### src/rtl/ro_sensor_pkg.sv
// Shared definitions for the ring-oscillator temperature sensor blocks:
// FSM state encoding and default sizing shared with the averager and controller.
package ro_sensor_pkg;

    // Measurement FSM states
    typedef enum logic [1:0] {
        StIdle   = 2'd0,
        StSettle = 2'd1,
        StCount  = 2'd2,
        StLatch  = 2'd3
    } ro_state_e;

    // Default result width and window length
    localparam int unsigned DefWidth      = 16;
    localparam int unsigned DefGateCycles = 1000;
    localparam int unsigned DefSyncStages = 2;

endpackage

### src/rtl/ro_sync_edge.sv
// Synchronises the asynchronous oscillator output into the clk1 domain and
// produces a one-cycle pulse on each synchronised rising edge.
module ro_sync_edge #(
    parameter int unsigned SYNC_STAGES = 2
) (
    input  logic clk1,
    input  logic rst_n,
    input  logic osc_in,
    output logic rise
);

    logic [SYNC_STAGES-1:0] sync_q;
    logic                   sync_last;
    logic                   sync_dly_q;

    // Only the last stage is ever read; earlier stages may be metastable
    assign sync_last = sync_q[SYNC_STAGES-1];

    // Synchroniser chain and one-cycle delayed copy of its last stage
    always_ff @(posedge clk1) begin
        if (!rst_n) begin
            sync_q     <= '0;
            sync_dly_q <= 1'b0;
        end else begin
            sync_q     <= {sync_q[SYNC_STAGES-2:0], osc_in};
            sync_dly_q <= sync_last;
        end
    end

    // Rising edge of the synchronised oscillator
    always_comb begin
        rise = sync_last & ~sync_dly_q;
    end

endmodule

### src/rtl/ro_gate_counter.sv
// Gated frequency counter: counts synchronised oscillator rising edges over a
// fixed window of clk1 cycles and presents one saturating result per window.
module ro_gate_counter
    import ro_sensor_pkg::*;
#(
    parameter int unsigned WIDTH       = DefWidth,
    parameter int unsigned GATE_CYCLES = DefGateCycles,
    parameter int unsigned SYNC_STAGES = DefSyncStages
) (
    input  logic             clk1,
    input  logic             rst_n,
    input  logic             osc_in,
    input  logic             en,
    output logic [WIDTH-1:0] count,
    output logic             count_valid,
    output logic             overflow,
    output logic             busy
);

    localparam int unsigned      TimerW     = $clog2(GATE_CYCLES + 1);
    localparam logic [TimerW-1:0] SettleLast = TimerW'(SYNC_STAGES);
    localparam logic [TimerW-1:0] GateLast   = TimerW'(GATE_CYCLES - 1);
    localparam logic [WIDTH-1:0]  AccMax     = '1;

    ro_state_e         state_q, state_d;
    logic [TimerW-1:0] timer_q, timer_d;
    logic [WIDTH-1:0]  acc_q, acc_d;
    logic              sat_q, sat_d;
    logic [WIDTH-1:0]  count_q, count_d;
    logic              overflow_q, overflow_d;
    logic              valid_q, valid_d;
    logic              rise;

    // Control decoded from the current state
    logic              timer_run;
    logic              acc_run;
    logic              do_latch;

    ro_sync_edge #(
        .SYNC_STAGES (SYNC_STAGES)
    ) u_sync_edge (
        .clk1   (clk1),
        .rst_n  (rst_n),
        .osc_in (osc_in),
        .rise   (rise)
    );

    // FSM state register
    always_ff @(posedge clk1) begin
        if (!rst_n) begin
            state_q <= StIdle;
        end else begin
            state_q <= state_d;
        end
    end

    // FSM next-state logic; en=0 aborts from any active state
    always_comb begin
        state_d = state_q;
        unique case (state_q)
            StIdle: begin
                if (en) state_d = StSettle;
            end
            StSettle: begin
                if (!en)                      state_d = StIdle;
                else if (timer_q == SettleLast) state_d = StCount;
            end
            StCount: begin
                if (!en)                    state_d = StIdle;
                else if (timer_q == GateLast) state_d = StLatch;
            end
            StLatch: begin
                state_d = en ? StCount : StIdle;
            end
            default: state_d = StIdle;
        endcase
    end

    // FSM outputs: timer runs only while staying in SETTLE or COUNT
    always_comb begin
        busy      = (state_q != StIdle);
        timer_run = ((state_q == StSettle) && (state_d == StSettle)) ||
                    ((state_q == StCount) && (state_d == StCount));
        acc_run   = (state_q == StCount) && en;
        do_latch  = (state_q == StLatch);
    end

    // Datapath next-state: window timer, saturating accumulator, result registers
    always_comb begin
        timer_d    = timer_run ? timer_q + TimerW'(1) : '0;
        acc_d      = '0;
        sat_d      = 1'b0;
        count_d    = count_q;
        overflow_d = overflow_q;
        valid_d    = 1'b0;
        if (acc_run) begin
            acc_d = acc_q;
            sat_d = sat_q;
            if (rise) begin
                if (acc_q == AccMax) sat_d = 1'b1;
                else                 acc_d = acc_q + WIDTH'(1);
            end
        end
        // A rise during LATCH is dropped: accumulator restarts from zero
        if (do_latch) begin
            count_d    = acc_q;
            overflow_d = sat_q;
            valid_d    = 1'b1;
        end
    end

    // Datapath registers
    always_ff @(posedge clk1) begin
        if (!rst_n) begin
            timer_q    <= '0;
            acc_q      <= '0;
            sat_q      <= 1'b0;
            count_q    <= '0;
            overflow_q <= 1'b0;
            valid_q    <= 1'b0;
        end else begin
            timer_q    <= timer_d;
            acc_q      <= acc_d;
            sat_q      <= sat_d;
            count_q    <= count_d;
            overflow_q <= overflow_d;
            valid_q    <= valid_d;
        end
    end

    assign count       = count_q;
    assign count_valid = valid_q;
    assign overflow    = overflow_q;

endmodule

### config.mk
export PLATFORM = sky130hd
export DESIGN_NAME = ro_gate_counter
export DESIGN_NICKNAME = d
export VERILOG_FILES = /design/src/rtl/ro_sensor_pkg.sv /design/src/rtl/ro_sync_edge.sv /design/src/rtl/ro_gate_counter.sv
export SDC_FILE = /design/constraint.sdc
export NUM_CORES = 1
export LEC_CHECK = 0
export ABC_AREA = 1
export CELL_PAD_IN_SITES_DETAIL_PLACEMENT = 1
export CELL_PAD_IN_SITES_GLOBAL_PLACEMENT = 2
export CORE_UTILIZATION = 29
export DETAILED_ROUTE_END_ITERATION = 10
export PLACE_DENSITY_LB_ADDON = 0.1
export REMOVE_ABC_BUFFERS = 1
export SETUP_SLACK_MARGIN = 0.5
export SKIP_LAST_GASP = 1
export SLEW_MARGIN = 0
export SYNTH_ARGS = -nofsm -noshare
export SYNTH_HDL_FRONTEND = slang
export SYNTH_SLANG_ARGS = --single-unit
### constraint.sdc
create_clock -name clk1 -period 1.3 [get_ports clk1]
set_input_delay 0.26 -clock clk1 [delete_from_list [all_inputs] [get_ports clk1]]
set_output_delay 0.26 -clock clk1 [all_outputs]
set_load 0.005 [all_outputs]
### Word-level counts from Yosys, hierarchy flattened

Cells that the tools add are included.

* $add $sub $neg: 2
* equal/unequal tests: 8
* multiplexer cells: 8
* bitwise logic cells: 3
* reduce and logical (&&, ||, !) cells: 10

Operator list (count)
* adder 16 x 1 -> 16 bit, second input constant: 1
* == test 16 bit, second input constant: 1
* two-way mux 2 bit: 6
* adder 10 x 1 -> 10 bit, second input constant: 1
* == test 10 bit, second input constant: 1
* == test 10 x 2 -> 1 bit, second input constant: 1
* one-hot mux 2 bit (4 select lines): 1
* AND reduction 2 bit: 4
* == test 2 bit, second input constant: 3
* == test 2 x 1 -> 1 bit, second input constant: 2
* logical AND 1 bit: 3
* logical NOT 2 bit: 1
* inverter 1 bit: 2
* nonzero test 2 bit: 1
* AND 1 bit: 1
* logical OR 1 bit: 1
* two-way mux 1 bit: 1

* flip-flop bits (word level): 50
* logic and storage cells: 40

### Depth between registers and ports, before layout

* depth in word-level cells: 8
* depth in mapped cells: 10
* gate-level depth less buffers: 9

### Hierarchy

A second synthesis with hierarchy kept.

* cells, all modules: 314
* area total of the unflattened synthesis: 2269.7 µm²

Modules (own cells, without submodules)
* ro_gate_counter: times used 1, cells each 303, area each 2177.1 µm², sequential area each 940.9 µm²
* ro_sync_edge: times used 1, cells each 11, area each 92.6 µm², sequential area each 60.1 µm²

### Worst setup path after synthesis

Ideal clock, no wire load.

* kind: register -> register
* start point: register acc_q[1]
* end point: register acc_q[11]
* data arrival time: 1.290 ns
* path slack: -0.122 ns
* cell stages (with the launch flop): 10
* period minus slack after synthesis: 1.422 ns
* cell sequence: dfxtp_1 > ha_1 > nand2_2 > nor2_4 > nand2_2 > nor2_4 > nor2_4 > buf_2 > nand2_1 > a21oi_1

* word-level cells in the longest chain between the ends: 3
* elaborated cells between the ends (all ways): 4

Ends and longest elaborated chain
* start, declared: RTL line ro_gate_counter.sv:27 `logic [WIDTH-1:0] acc_q, acc_d;`
* start signal, assigned: RTL line ro_gate_counter.sv:116 `acc_q <= '0;`
* start signal, assigned: RTL line ro_gate_counter.sv:123 `acc_q <= acc_d;`
* parallel branches: the longest is 3 deep, another holds adder 16 x 1 -> 16 bit

Several ways; the timed one is not identified.
A chain may end at the register's enable or synchronous reset.

### Worst setup path in the final report

* start point: register state_q[0]
* end point: register timer_q[0]

* word-level cells in the longest chain between the ends: 7
* elaborated cells between the ends (all ways): 16

Ends and longest elaborated chain
* start, declared: RTL line ro_gate_counter.sv:25 `ro_state_e state_q, state_d;`
* start signal, assigned: RTL line ro_gate_counter.sv:51 `state_q <= StIdle;`
* start signal, assigned: RTL line ro_gate_counter.sv:53 `state_q <= state_d;`
* two-way mux 2 bit (on tied branches): RTL line ro_gate_counter.sv:70, ro_gate_counter.sv:66
* two-way mux 2 bit (on tied branches): RTL line ro_gate_counter.sv:69, ro_gate_counter.sv:65
* one-hot mux 2 bit (4 select lines): RTL line ro_gate_counter.sv:60 `unique case (state_q)`
* == test 2 x 1 -> 1 bit or == test 2 bit (tied branches): RTL line ro_gate_counter.sv:82, ro_gate_counter.sv:83
* logical AND 1 bit (on tied branches): RTL line ro_gate_counter.sv:82, ro_gate_counter.sv:83
* logical OR 1 bit (*): RTL line ro_gate_counter.sv:82 `timer_run = ((state_q == StSettle) && (state_d == StSettle)) ||`
* AND reduction 2 bit (no line) (*)
* end signal, assigned: RTL line ro_gate_counter.sv:122 `timer_q <= timer_d;`
* end, declared: RTL line ro_gate_counter.sv:26 `logic [TimerW-1:0] timer_q, timer_d;`

Mark *: on every way between the ends. The rest lies on a longest branch, timed or not.

==> impl_metrics.yaml <==
sta:
  worst_pin_slew_ns: 0.249
  final.setup.tns_ns: -2.04
  slew_viol_final: 0
  fin_ws_ns: -0.115
  slew_headroom_pct: 83.4
  rsz0062_at_grt: "yes"
  fmax_ghz: 0.707
  finClkSkew_ns: 0.00698
  fin_crit_ns: 1.41
  setup_viol: 25
  finalCritPeriodShare_pct: 109
  hold_viol_final: 0
logic_synthesis:
  yosys.area.top_type: "dfxtp_1"
  synth_edf_count: 0
  synth_area_um2: 2220
  syn_avg_cell_area_um2: 7.24
  synth_seq_cells: 50
  netlist-cell-type-count: 21
  syn_inst: 307
  synth_top_area_share_pct: 45.0
  ys.flop_type: "dfxtp_1"
  synthArstFlopShare_pct: 0
  ys_warn_count: 0
  ys_seq_area_share_pct: 45.0
  ys_top_cells_by_area: "dfxtp_1 (45%), nand2_1 (11%), nor2_1 (8.6%)"
setup_path:
  r2r_setup_slack_ns: -0.11
  crit-reg2reg-capture: "timer_q[0]$_SDFF_PN0_"
  critPathMaxFanout: 5
  required_ns: 1.50
  crit_path_cell_trace: "buf_6 -> buf_6 -> nor2_4 -> nand2_1 -> nor2_4 -> nor2_2 -> buf_4 -> nand3_4 -> a21oi_2"
  max_stage_delay_ns: 0.37
  slowest_stage: "dfxtp_4"
  arrival_ns: 1.61
  crit-reg2reg-launch: "state_q[0]$_SDFF_PN0_"
  endpoint_kind: "flip-flop"
  r2r_cells: 9
  startpoint_type: "flip-flop"
  crit_type: "flip-flop to flip-flop"
layout:
  nNetsFinal: 402
  final_core_util_pct: 48.9
  syn2layout_area_growth_pct: 61.4
  ff_latch_area_um2: 1040
  drive_above_1_share_pct: 47.2
  diodes: 0
  multi_input_area_um2: 1400
  n_fill_cell: 880
min_path:
  hold_class: "input pin to flip-flop"
  hold_path_end: "count[15]$_SDFFE_PN0P_"
  hold_depth: 4
  hold_start: "rst_n"
detailed_routing:
  post_drt_wl_per_cell_um: 15.1
  wl_met2_um: 3950
  drt_iter0_drc: 45
  drtAntennaViolNets: 0
  wl_um: 7490
  route.met3.wl_um: 129
  dr.pass1.iters: 4
  routed.top_layer: "met4"
  via_count: 2303
  viasPerCell: 4.65
  met1Wirelength_um: 3310
  drc: 0
global_route:
  track_usage_pct: 20.4
  grt_start_max_net_pins: 16
  overflow: 0
  grt_first_pass_wirelength_um: 11900
  antenna_found_initial: 0
  grt_pass1_vias: 2398
power:
  p_per_area_nw_per_um2: 780
  irDropWorstVdd_uv: 448
  leakagePower_nw: 1.40
clock_network:
  cts.sinks: 50
  clk_latency_ns: 0.31
  cts_tree: "done"
  h-tree-depth: 2
  cts.clk_slew.worst_paths_ns: 0.10
  clockBufferDepth: 2
  cts-root-buf: "clkbuf_8"
  cts_buffers: 5
placement:
  io_buffers: 22
  post-dp-hpwl_um: 4640
  gp_congestion: 0.781
floorplanning:
  core_area_um2: 7330
  initial_utilization_pct: 30.3
  die-area_um2: 8020
  ioPinCount: 23
  die_h_um: 89.5
  die_w_um: 89.5
  core.rowCount: 31
flow_run:
  max_cap_viol_count: 0
status:
  violations: "setup timing"
  status: "finished with violations"
## timing repair
item                                    in CTS  in global routing
resized for setup                          171                 64
hold buffers                                 0                  0
endpoints found under the setup margin      69                 67
buffers inserted                             9                  4
cloned                                       4                  0
pin swaps                                   18                 18
## cell usage in the layout (no fill, tap or decap), types with 6 or more instances in the layout
| master | count |
|---|---|
| buf_4 | 51 |
| dfxtp_1 | 27 |
| buf_2 | 10 |
| a21oi_1 | 21 |
| dfxtp_4 | 6 |
| xor2_1 | 9 |
| nand3_1 | 9 |
| dfxtp_2 | 17 |
| a21oi_2 | 16 |
| nor2_4 | 11 |
| nor2_2 | 13 |
| o21ai_2 | 7 |
| buf_6 | 18 |
| inv_1 | 24 |
| nor2_1 | 30 |
| o21ai_1 | 10 |
| nand2_1 | 60 |
| xnor2_1 | 6 |
## worst max-delay path: cells and delay by family, from the launching register on
family	cells	cell delay [ns]
AOI/OAI and AO/OA	1	0.07
buffers and inverters	3	0.38
DFF	1	0.37
and+or+nand+nor	5	0.49
## stage by stage
stage | hold slack [ns] | power, W | setup WS (ns) | std cells | cell area, µm²
final | 0.397 | 0.00280 | -0.115 | 495 | 3590
after global routing | 0.387 | 0.00290 | -0.212 | 495 | 3590
after CTS | 0.396 | 0.00283 | -0.101 | 491 | 3360
after detailed placement | 0.416 | 0.00168 | -0.352 | 470 | 2930
after global placement | 0.394 | 0.00168 | -0.299 | 470 | 2930
after floorplan | 0.353 | 0.00161 | -0.206 | 299 | 2180
## synthesized netlist by cell type, types with 2 or more instances
| cell | n |
|---|---|
| clkbuf_1 | 4 |
| xnor2_1 | 6 |
| nand4_1 | 5 |
| nor2_1 | 51 |
| nand3_1 | 12 |
| nor2_4 | 3 |
| a21oi_1 | 37 |
| nand2_2 | 2 |
| o21ai_0 | 23 |
| dfxtp_1 | 50 |
| buf_1 | 2 |
| inv_1 | 28 |
| nand2_1 | 66 |
| xor2_1 | 9 |
| ha_1 | 3 |
## metal layers
layer / vias up / global-route usage [%]
met3: 10 / 3.05
li1: 1161 / -
met2: 25 / 38.4
met1: 1107 / 24.3
met4: 0 / 4.76
met5: - / 0
## kinds of logic (layout without fill, tap and decap cells)
logic type / after synthesis / count (layout) / synth area share (%)
AO/OA/AOI/OAI: 60 / 60 / 13.5
buffers and inverters: 37 / 125 / 6.70
XOR/XNOR: 15 / 15 / 5.91
adder cells (fa/ha/maj): 3 / 3 / 1.69
flip-flops: 50 / 50 / 45.0
AND/OR/NAND/NOR: 142 / 143 / 27.1
## power breakdown
part	internal [W]	leakage [nW]	switching, W
Combinational	0.0000687	0.926	0.0000832
Sequential	0.00153	0.417	0.00000663
Clock	0.000568	0.0579	0.000542
Total	0.00216	1.40	0.000631
## registers in the layout, summed over array words and instances (netlist names)
name / count
acc_q: 16
count: 16
timer_q: 10
state_q: 2
u_sync_edge.sync_q: 2
count_valid: 1
overflow: 1
sat_q: 1
u_sync_edge.sync_dly_q: 1
## final cells by class
cell class | count | area share (%)
Multi-Input combinational cell | 221 | 39.0
Sequential cell | 50 | 29.1
Timing Repair Buffer | 88 | 21.9
Inverter | 29 | 3.45
Tap cell | 99 | 3.45
Clock buffer | 5 | 1.92
Clock inverter | 3 | 1.12
## how the worst max path moves through the flow
stage                                      from                      to  slack, ns  cells after the start
after floorplan           acc_q[0]$_SDFFE_PN0P_  acc_q[10]$_SDFFE_PN0P_      -0.21                      9
after global placement                       en   timer_q[8]$_SDFF_PN0_      -0.30                      8
after detailed placement                     en   timer_q[9]$_SDFF_PN0_      -0.35                      7
after CTS                 timer_q[0]$_SDFF_PN0_   timer_q[9]$_SDFF_PN0_      -0.10                      8
after global routing      acc_q[0]$_SDFFE_PN0P_   acc_q[2]$_SDFFE_PN0P_      -0.21                      9
final                     state_q[0]$_SDFF_PN0_   timer_q[0]$_SDFF_PN0_      -0.11                      9
No activity file was read; power rests on OpenSTA's default activity.
